File: src/rtl/lpc_bus_monitor.sv
// Passive LPC bus monitor: decodes I/O and memory read/write cycles from LFRAME#/LAD
// and presents each completed cycle as one record behind a valid/ready handshake.
module lpc_bus_monitor #(
    parameter int MAX_WAIT = 64,
    parameter int WAIT_W   = 7
) (
    input  logic        clk_i,
    input  logic        rst_i,
    input  logic        lframe_i,
    input  logic [3:0]  lad_i,
    output logic        rec_valid_o,
    input  logic        rec_ready_i,
    output logic        rec_mem_o,
    output logic        rec_wr_o,
    output logic [31:0] rec_addr_o,
    output logic [7:0]  rec_data_o,
    output logic [3:0]  rec_sync_o,
    output logic        rec_err_o,
    output logic        overflow_o,
    output logic        abort_o,
    output logic [4:0]  state_o
);

    typedef enum logic [4:0] {
        IDLE  = 5'd0,
        START = 5'd1,
        CYCT  = 5'd2,
        ADDR  = 5'd3,
        WDATA = 5'd4,
        TAR   = 5'd5,
        SYNC  = 5'd6,
        RDATA = 5'd7,
        SKIP  = 5'd8
    } state_t;

    localparam logic [3:0] SYNC_READY = 4'b0000;
    localparam logic [3:0] SYNC_SHORT = 4'b0101;
    localparam logic [3:0] SYNC_LONG  = 4'b0110;
    localparam logic [3:0] SYNC_ERROR = 4'b1010;

    localparam logic [WAIT_W-1:0] WAIT_LAST = WAIT_W'(MAX_WAIT - 1);
    localparam logic [WAIT_W-1:0] WAIT_MAX  = WAIT_W'(MAX_WAIT);

    state_t            state, state_next;
    logic [3:0]        start_nib;
    logic              is_mem, is_wr;
    logic [31:0]       addr_q;
    logic [7:0]        data_q;
    logic [3:0]        sync_q;
    logic [2:0]        nib_cnt;
    logic [WAIT_W-1:0] wait_cnt;

    logic       sync_ok, sync_wait, addr_last, abort_hit;
    logic       done;
    logic [3:0] done_sync;
    logic [7:0] done_data;

    assign sync_ok   = (lad_i == SYNC_READY) || (lad_i == SYNC_ERROR);
    assign sync_wait = (lad_i == SYNC_SHORT) || (lad_i == SYNC_LONG);
    assign addr_last = (nib_cnt == (is_mem ? 3'd7 : 3'd3));
    assign abort_hit = !lframe_i && (state != IDLE) && (state != START) && (state != SKIP);

    // NOTE: sequential state uses non-blocking assignments so every register samples pre-edge values.
    always_ff @(posedge clk_i or posedge rst_i) begin
        if (rst_i) state <= IDLE;
        else       state <= state_next;
    end

    // NOTE: every comb output gets a default first so no path can infer a latch.
    always_comb begin
        state_next = state;
        if (!lframe_i) begin
            state_next = START;
        end else begin
            unique case (state)
                IDLE:  state_next = IDLE;
                // The cycle-type nibble arrives on the first sample with LFRAME# high.
                START: begin
                    if (start_nib == 4'b0000 && !lad_i[3]) state_next = ADDR;
                    else                                   state_next = SKIP;
                end
                CYCT:  state_next = IDLE;
                ADDR:  if (addr_last) state_next = is_wr ? WDATA : TAR;
                WDATA: if (nib_cnt[0]) state_next = TAR;
                TAR:   if (nib_cnt[0]) state_next = SYNC;
                SYNC: begin
                    if (sync_ok)        state_next = is_wr ? IDLE : RDATA;
                    else if (sync_wait) state_next = (wait_cnt == WAIT_LAST) ? IDLE : SYNC;
                    else                state_next = IDLE;
                end
                RDATA: if (nib_cnt[0]) state_next = IDLE;
                SKIP:  state_next = SKIP;
                default: state_next = IDLE;
            endcase
        end
    end

    always_comb begin
        state_o = state;
    end

    // Record completion is decided on the edge that samples the cycle's final nibble.
    always_comb begin
        done      = 1'b0;
        done_sync = lad_i;
        done_data = 8'h00;
        if (lframe_i) begin
            if (state == SYNC) begin
                if (sync_ok && is_wr) begin
                    done      = 1'b1;
                    done_data = data_q;
                end else if (sync_wait && wait_cnt == WAIT_LAST) begin
                    done      = 1'b1;
                    done_sync = 4'hF;
                end else if (!sync_ok && !sync_wait) begin
                    done      = 1'b1;
                end
            end else if (state == RDATA && nib_cnt[0]) begin
                done      = 1'b1;
                done_sync = sync_q;
                done_data = {lad_i, data_q[3:0]};
            end
        end
    end

    // NOTE: the record register is a handful of flops, so it is reset along with the control state.
    always_ff @(posedge clk_i or posedge rst_i) begin
        if (rst_i) begin
            start_nib   <= 4'h0;
            is_mem      <= 1'b0;
            is_wr       <= 1'b0;
            addr_q      <= 32'h0;
            data_q      <= 8'h00;
            sync_q      <= 4'h0;
            nib_cnt     <= 3'd0;
            wait_cnt    <= '0;
            abort_o     <= 1'b0;
            overflow_o  <= 1'b0;
            rec_valid_o <= 1'b0;
            rec_mem_o   <= 1'b0;
            rec_wr_o    <= 1'b0;
            rec_addr_o  <= 32'h0;
            rec_data_o  <= 8'h00;
            rec_sync_o  <= 4'h0;
            rec_err_o   <= 1'b0;
        end else begin
            abort_o <= abort_hit;
            if (!lframe_i) start_nib <= lad_i;
            nib_cnt <= (state_next != state) ? 3'd0 : nib_cnt + 3'd1;

            case (state)
                START: begin
                    if (lframe_i) begin
                        is_mem <= lad_i[2];
                        is_wr  <= lad_i[1];
                        addr_q <= 32'h0;
                    end
                end
                ADDR:         addr_q <= {addr_q[27:0], lad_i};
                WDATA, RDATA: begin
                    if (!nib_cnt[0]) data_q[3:0] <= lad_i;
                    else             data_q[7:4] <= lad_i;
                end
                SYNC:         if (sync_ok) sync_q <= lad_i;
                default: ;
            endcase

            if (state != SYNC)                            wait_cnt <= '0;
            else if (sync_wait && wait_cnt != WAIT_MAX)   wait_cnt <= wait_cnt + 1'b1;

            if (done) begin
                if (!rec_valid_o || rec_ready_i) begin
                    rec_valid_o <= 1'b1;
                    rec_mem_o   <= is_mem;
                    rec_wr_o    <= is_wr;
                    rec_addr_o  <= is_mem ? addr_q : {16'h0, addr_q[15:0]};
                    rec_data_o  <= done_data;
                    rec_sync_o  <= done_sync;
                    rec_err_o   <= (done_sync != SYNC_READY);
                end else begin
                    overflow_o <= 1'b1;
                end
            end else if (rec_ready_i) begin
                rec_valid_o <= 1'b0;
            end
        end
    end

endmodule
File: config.mk
export PLATFORM = sky130hd
export DESIGN_NAME = lpc_bus_monitor
export DESIGN_NICKNAME = d
export VERILOG_FILES = /design/src/rtl/lpc_bus_monitor.sv
export SDC_FILE = /design/constraint.sdc
export NUM_CORES = 1
export LEC_CHECK = 0
export CAP_MARGIN = 30
export CORE_ASPECT_RATIO = 1.2
export CORE_MARGIN = 3
export CORE_UTILIZATION = 45
export CTS_BUF_LIST = sky130_fd_sc_hd__clkbuf_16
export CTS_CLUSTER_SIZE = 25
export DETAILED_ROUTE_END_ITERATION = 16
export PLACE_DENSITY_LB_ADDON = 0.25
export SYNTH_ARGS = -nofsm -noshare
export SYNTH_HDL_FRONTEND = slang
export SYNTH_SLANG_ARGS = --single-unit
export TNS_END_PERCENT = 100
File: constraint.sdc
create_clock -name clk_i -period 5.88 [get_ports clk_i]
set_input_delay 0.588 -clock clk_i [delete_from_list [all_inputs] [get_ports clk_i]]
set_output_delay 0.588 -clock clk_i [all_outputs]
set_load 0.1 [all_outputs]
==> metrics.md <==
| Metric | Value |
|---|---|
| Outcome | `finished, final reports clean` |
| Critical path peak fanout | `38` |
| Setup WS pre-CTS | `roughly 2500 ps` |
| Syn nets | `444` |
| Number of synthesized flops with an enable pin | `0` |
| Hold Buf Count CTS | `0` |
| Synth top area share | `between 50 and 60%` |
| Port Buffers | `between 60 and 70` |
| Per-cell routed wire length | `approximately 17 µm` |
| Synthesis-stage register bit count | `115` |
| CTS sink cnt | `~120` |
| Worst rel slew slack | `32.8%` |
| Tmin final | `2960 ps` |
| Worst EP required | `6150 ps` |
| Core area | `between 10,000 and 15,000 µm²` |
| Peak supply drop | `around 0.00021 V` |
| Deepest clock path buffer count | `2` |
| Setup Skew | `about 9.6 ps` |
| FMAX | `337 MHz` |
| Ant diodes | `0` |
| Max-cap violations | `0` |
| Number of fill cells | `a little under 900` |
| Final Max Tran Viols | `0` |
| Share of cells above drive strength 1 | `roughly 14%` |
| PD cells | `306 nW/µm²` |
| Setup TNS Final | `0 ps` |
| Arrival time worst endpoint | `3240 ps` |
| Critical path endpoint category | `register` |
| Die area | `about 12,000 µm²` |
| Hpwl dp | `slightly above 7000 µm` |
| TritonRoute pass-1 iters | `4` |
| Primary FF master, synth | `dfrtp_1` |
| Vias per cell | `5.56` |
| Synth warn | `0` |
| Final wirelength | `between 10,000 and 15,000 µm` |
| Slew @ Worst Pin | `about 1000 ps` |
| GRT Residual Overflow | `0` |
| Die X-Extent | `just over 100 µm` |
| Crit-path cells | `clkdlybuf4s50_1 > nand2_1 > or4_1 > o311a_1 > o2111ai_4 > buf_4 > o21ai_0` |
| Post-synth ARST share | `100%` |
| Post-CTS Setup Inserts | `0` |
| Post-synthesis cell count | `between 400 and 500` |
| Startpoint types | `primary input` |
| GPL Wtd Cong | `between 0.8 and 0.9` |
| CTS H-tree depth | `4` |
| Buffers plus inverters on the worst setup path | `2` |
| Area leader, netlist | `dfrtp_1` |
| CTS tree | `built` |
| Ports | `between 60 and 70` |
| CTS resizes | `0` |
| Number of global-route vias before repair | `3,555` |
| Fin nets | `between 500 and 600` |
| Leading post-synthesis cells by cell area | `dfrtp_1, mux2_2, a22o_1` |
| Post-DRT Antenna Nets | `0` |
| First-pass GRT wire length | `17,500 µm` |
| Syn avg cell area | `between 10 and 15 µm²` |
| Count of cell types in the netlist | `60` |
| HP Class | `register to register` |
| Final hold violations | `0` |
| DRC Markers | `0` |
| DRC violation total after the first TritonRoute iteration | `~180` |
| Family with the most delay on the worst path | `buffers and inverters` |
| CTS Buf Count | `17` |
| RSZ-0062 raised after global routing | `false` |
| Worst-Skew Late Latency | `400 ps` |
| Via Count | `around 3,500` |
| Initial antenna violation count | `0` |
| Clock root buffer | `clkbuf_16` |
| Fin crit share | `just over 50%` |
| Cell Area, Synth | `roughly 5000 µm²` |
| Area grow syn2layout | `25.6%` |
| Chip height | `about 120 µm` |
| Commonest non-fill, non-tap cell in the layout | `dfrtp_1` |
| Initial Utilization | `a little under half` |
| Reg clk slew, reported paths | `about 50 ps` |
| Util after Layout | `58.9%` |
| Worst path max stage delay | `820 ps` |
| Sequential element share of the synthesized area | `a little under three fifths` |
| Total track usage | `between 15 and 20%` |
| Leakage power | `2.76 nW` |
| Largest net degree at the start of global routing | `65` |
| Slowest cell on crit path | `clkdlybuf4s50_1` |
| Most frequent cells in the layout | `dfrtp_1, clkdlybuf4s50_1, nand2_1` |
| Final Worst Setup Slack | `approximately 3000 ps` |
| Num rows | `just over 40` |
| Final setup fails | `0` |
| Crit Path Class | `primary input to register` |
-- sequential cells by signal (all words and copies together), names as in the netlist --
| name | cells |
|---|---|
| addr_q | 32 |
| rec_addr_o | 32 |
| data_q | 8 |
| rec_data_o | 8 |
| wait_cnt | 7 |
| state_o | 5 |
| rec_sync_o | 4 |
| start_nib | 4 |
| sync_q | 4 |
| nib_cnt | 3 |
| abort_o | 1 |
| is_mem | 1 |
| is_wr | 1 |
| overflow_o | 1 |
| rec_err_o | 1 |
| rec_mem_o | 1 |
| rec_valid_o | 1 |
| rec_wr_o | 1 |
-- per-stage QoR --
stage | power [mW] | cell area [µm²] | instances | hold slack [ps]
after detailed placement | 0.911 | 5710 | 603 | 475
after CTS | 1.95 | 6310 | 635 | 487
after global placement | 0.909 | 5690 | 602 | 462
final | 1.93 | 6310 | 635 | 479
after global routing | 1.99 | 6310 | 635 | 503
after floorplan | 0.886 | 5020 | 433 | 453
-- path summary, 6_finish.rpt --
path | to | slack, ps | cells past startpoint | start
min in group asynchronous | addr_q[18]$_DFFE_PP0P_ | 700 | 2 | rst_i
min reg2reg | rec_addr_o[24]$_DFFE_PP0P_ | 480 | 2 | rec_addr_o[24]$_DFFE_PP0P_
max reg2reg | rec_addr_o[10]$_DFFE_PP0P_ | 3330 | 6 | state_o[0]$_DFF_PP0_
min | rec_addr_o[24]$_DFFE_PP0P_ | 480 | 2 | rec_addr_o[24]$_DFFE_PP0P_
max in group asynchronous | wait_cnt[4]$_DFFE_PP0P_ | 4020 | 3 | rst_i
max | rec_addr_o[31]$_DFFE_PP0P_ | 2920 | 7 | lad_i[1]
-- cells by family after synthesis --
family	Yosys count	share of synthesized area, %
compound gates	103	14.5
buf+inv	33	3.69
simple gates	132	13.9
xor+xnor	10	1.74
fa+ha+maj	3	0.747
other cells	1	0.0746
mux	36	8.00
flops	115	57.3
-- metal layers --
layer	wire (µm)	part of all wire, %	GRT usage [%]
met1	4820	46	23.2
met5	0	0	0
met3	389	3.7	4.52
met2	5140	49	28.8
met4	221	2.1	8.20
-- report_power, final --
group / switching, mW / leakage, nW / internal (mW)
logic: 0.0516 / 0.892 / 0.0256
registers: 0.0181 / 1.58 / 0.801
clock network: 0.337 / 0.291 / 0.695
-- synth_stat cells, types with 2 or more instances --
| master | number |
|---|---|
| o211ai_1 | 2 |
| nor4_4 | 2 |
| xor2_1 | 6 |
| ha_1 | 3 |
| or4_1 | 3 |
| inv_1 | 6 |
| a31oi_1 | 3 |
| nor2b_1 | 4 |
| nor4_1 | 4 |
| nor4b_1 | 2 |
| o21ai_0 | 31 |
| nand2_2 | 2 |
| buf_2 | 4 |
| mux2_2 | 26 |
| mux2_1 | 7 |
| buf_6 | 6 |
| o31ai_1 | 3 |
| xnor2_1 | 4 |
| buf_4 | 3 |
| nand2_1 | 61 |
| nand4_1 | 6 |
| mux2i_1 | 3 |
| nand3b_1 | 2 |
| a22o_1 | 32 |
| o21ai_1 | 5 |
| dfrtp_1 | 115 |
| nor2_1 | 20 |
| clkbuf_1 | 13 |
| nor3_1 | 4 |
| and2_1 | 3 |
| nand3_1 | 5 |
| a21oi_1 | 10 |
| nand2b_1 | 3 |
| a22oi_1 | 4 |
-- layout make-up --
class	instances	area [µm²]	share of cell area, %
clock buffers	17	425	6.74
flip-flops and latches	115	2880	45.6
clock inverters	15	171	2.72
well taps	129	161	2.56
repair buffers	68	686	10.9
inverters	6	25.0	0.397
multi-input cells	285	1960	31.1
-- tightest hold or removal path, delay by kind of cell, from the launching register on --
family | cells | cell delay [ps]
AO/OA/AOI/OAI | 1 | 60
AND/OR/NAND/NOR | 1 | 40
flip-flops | 1 | 340
No activity file was read; power rests on OpenSTA's default activity.
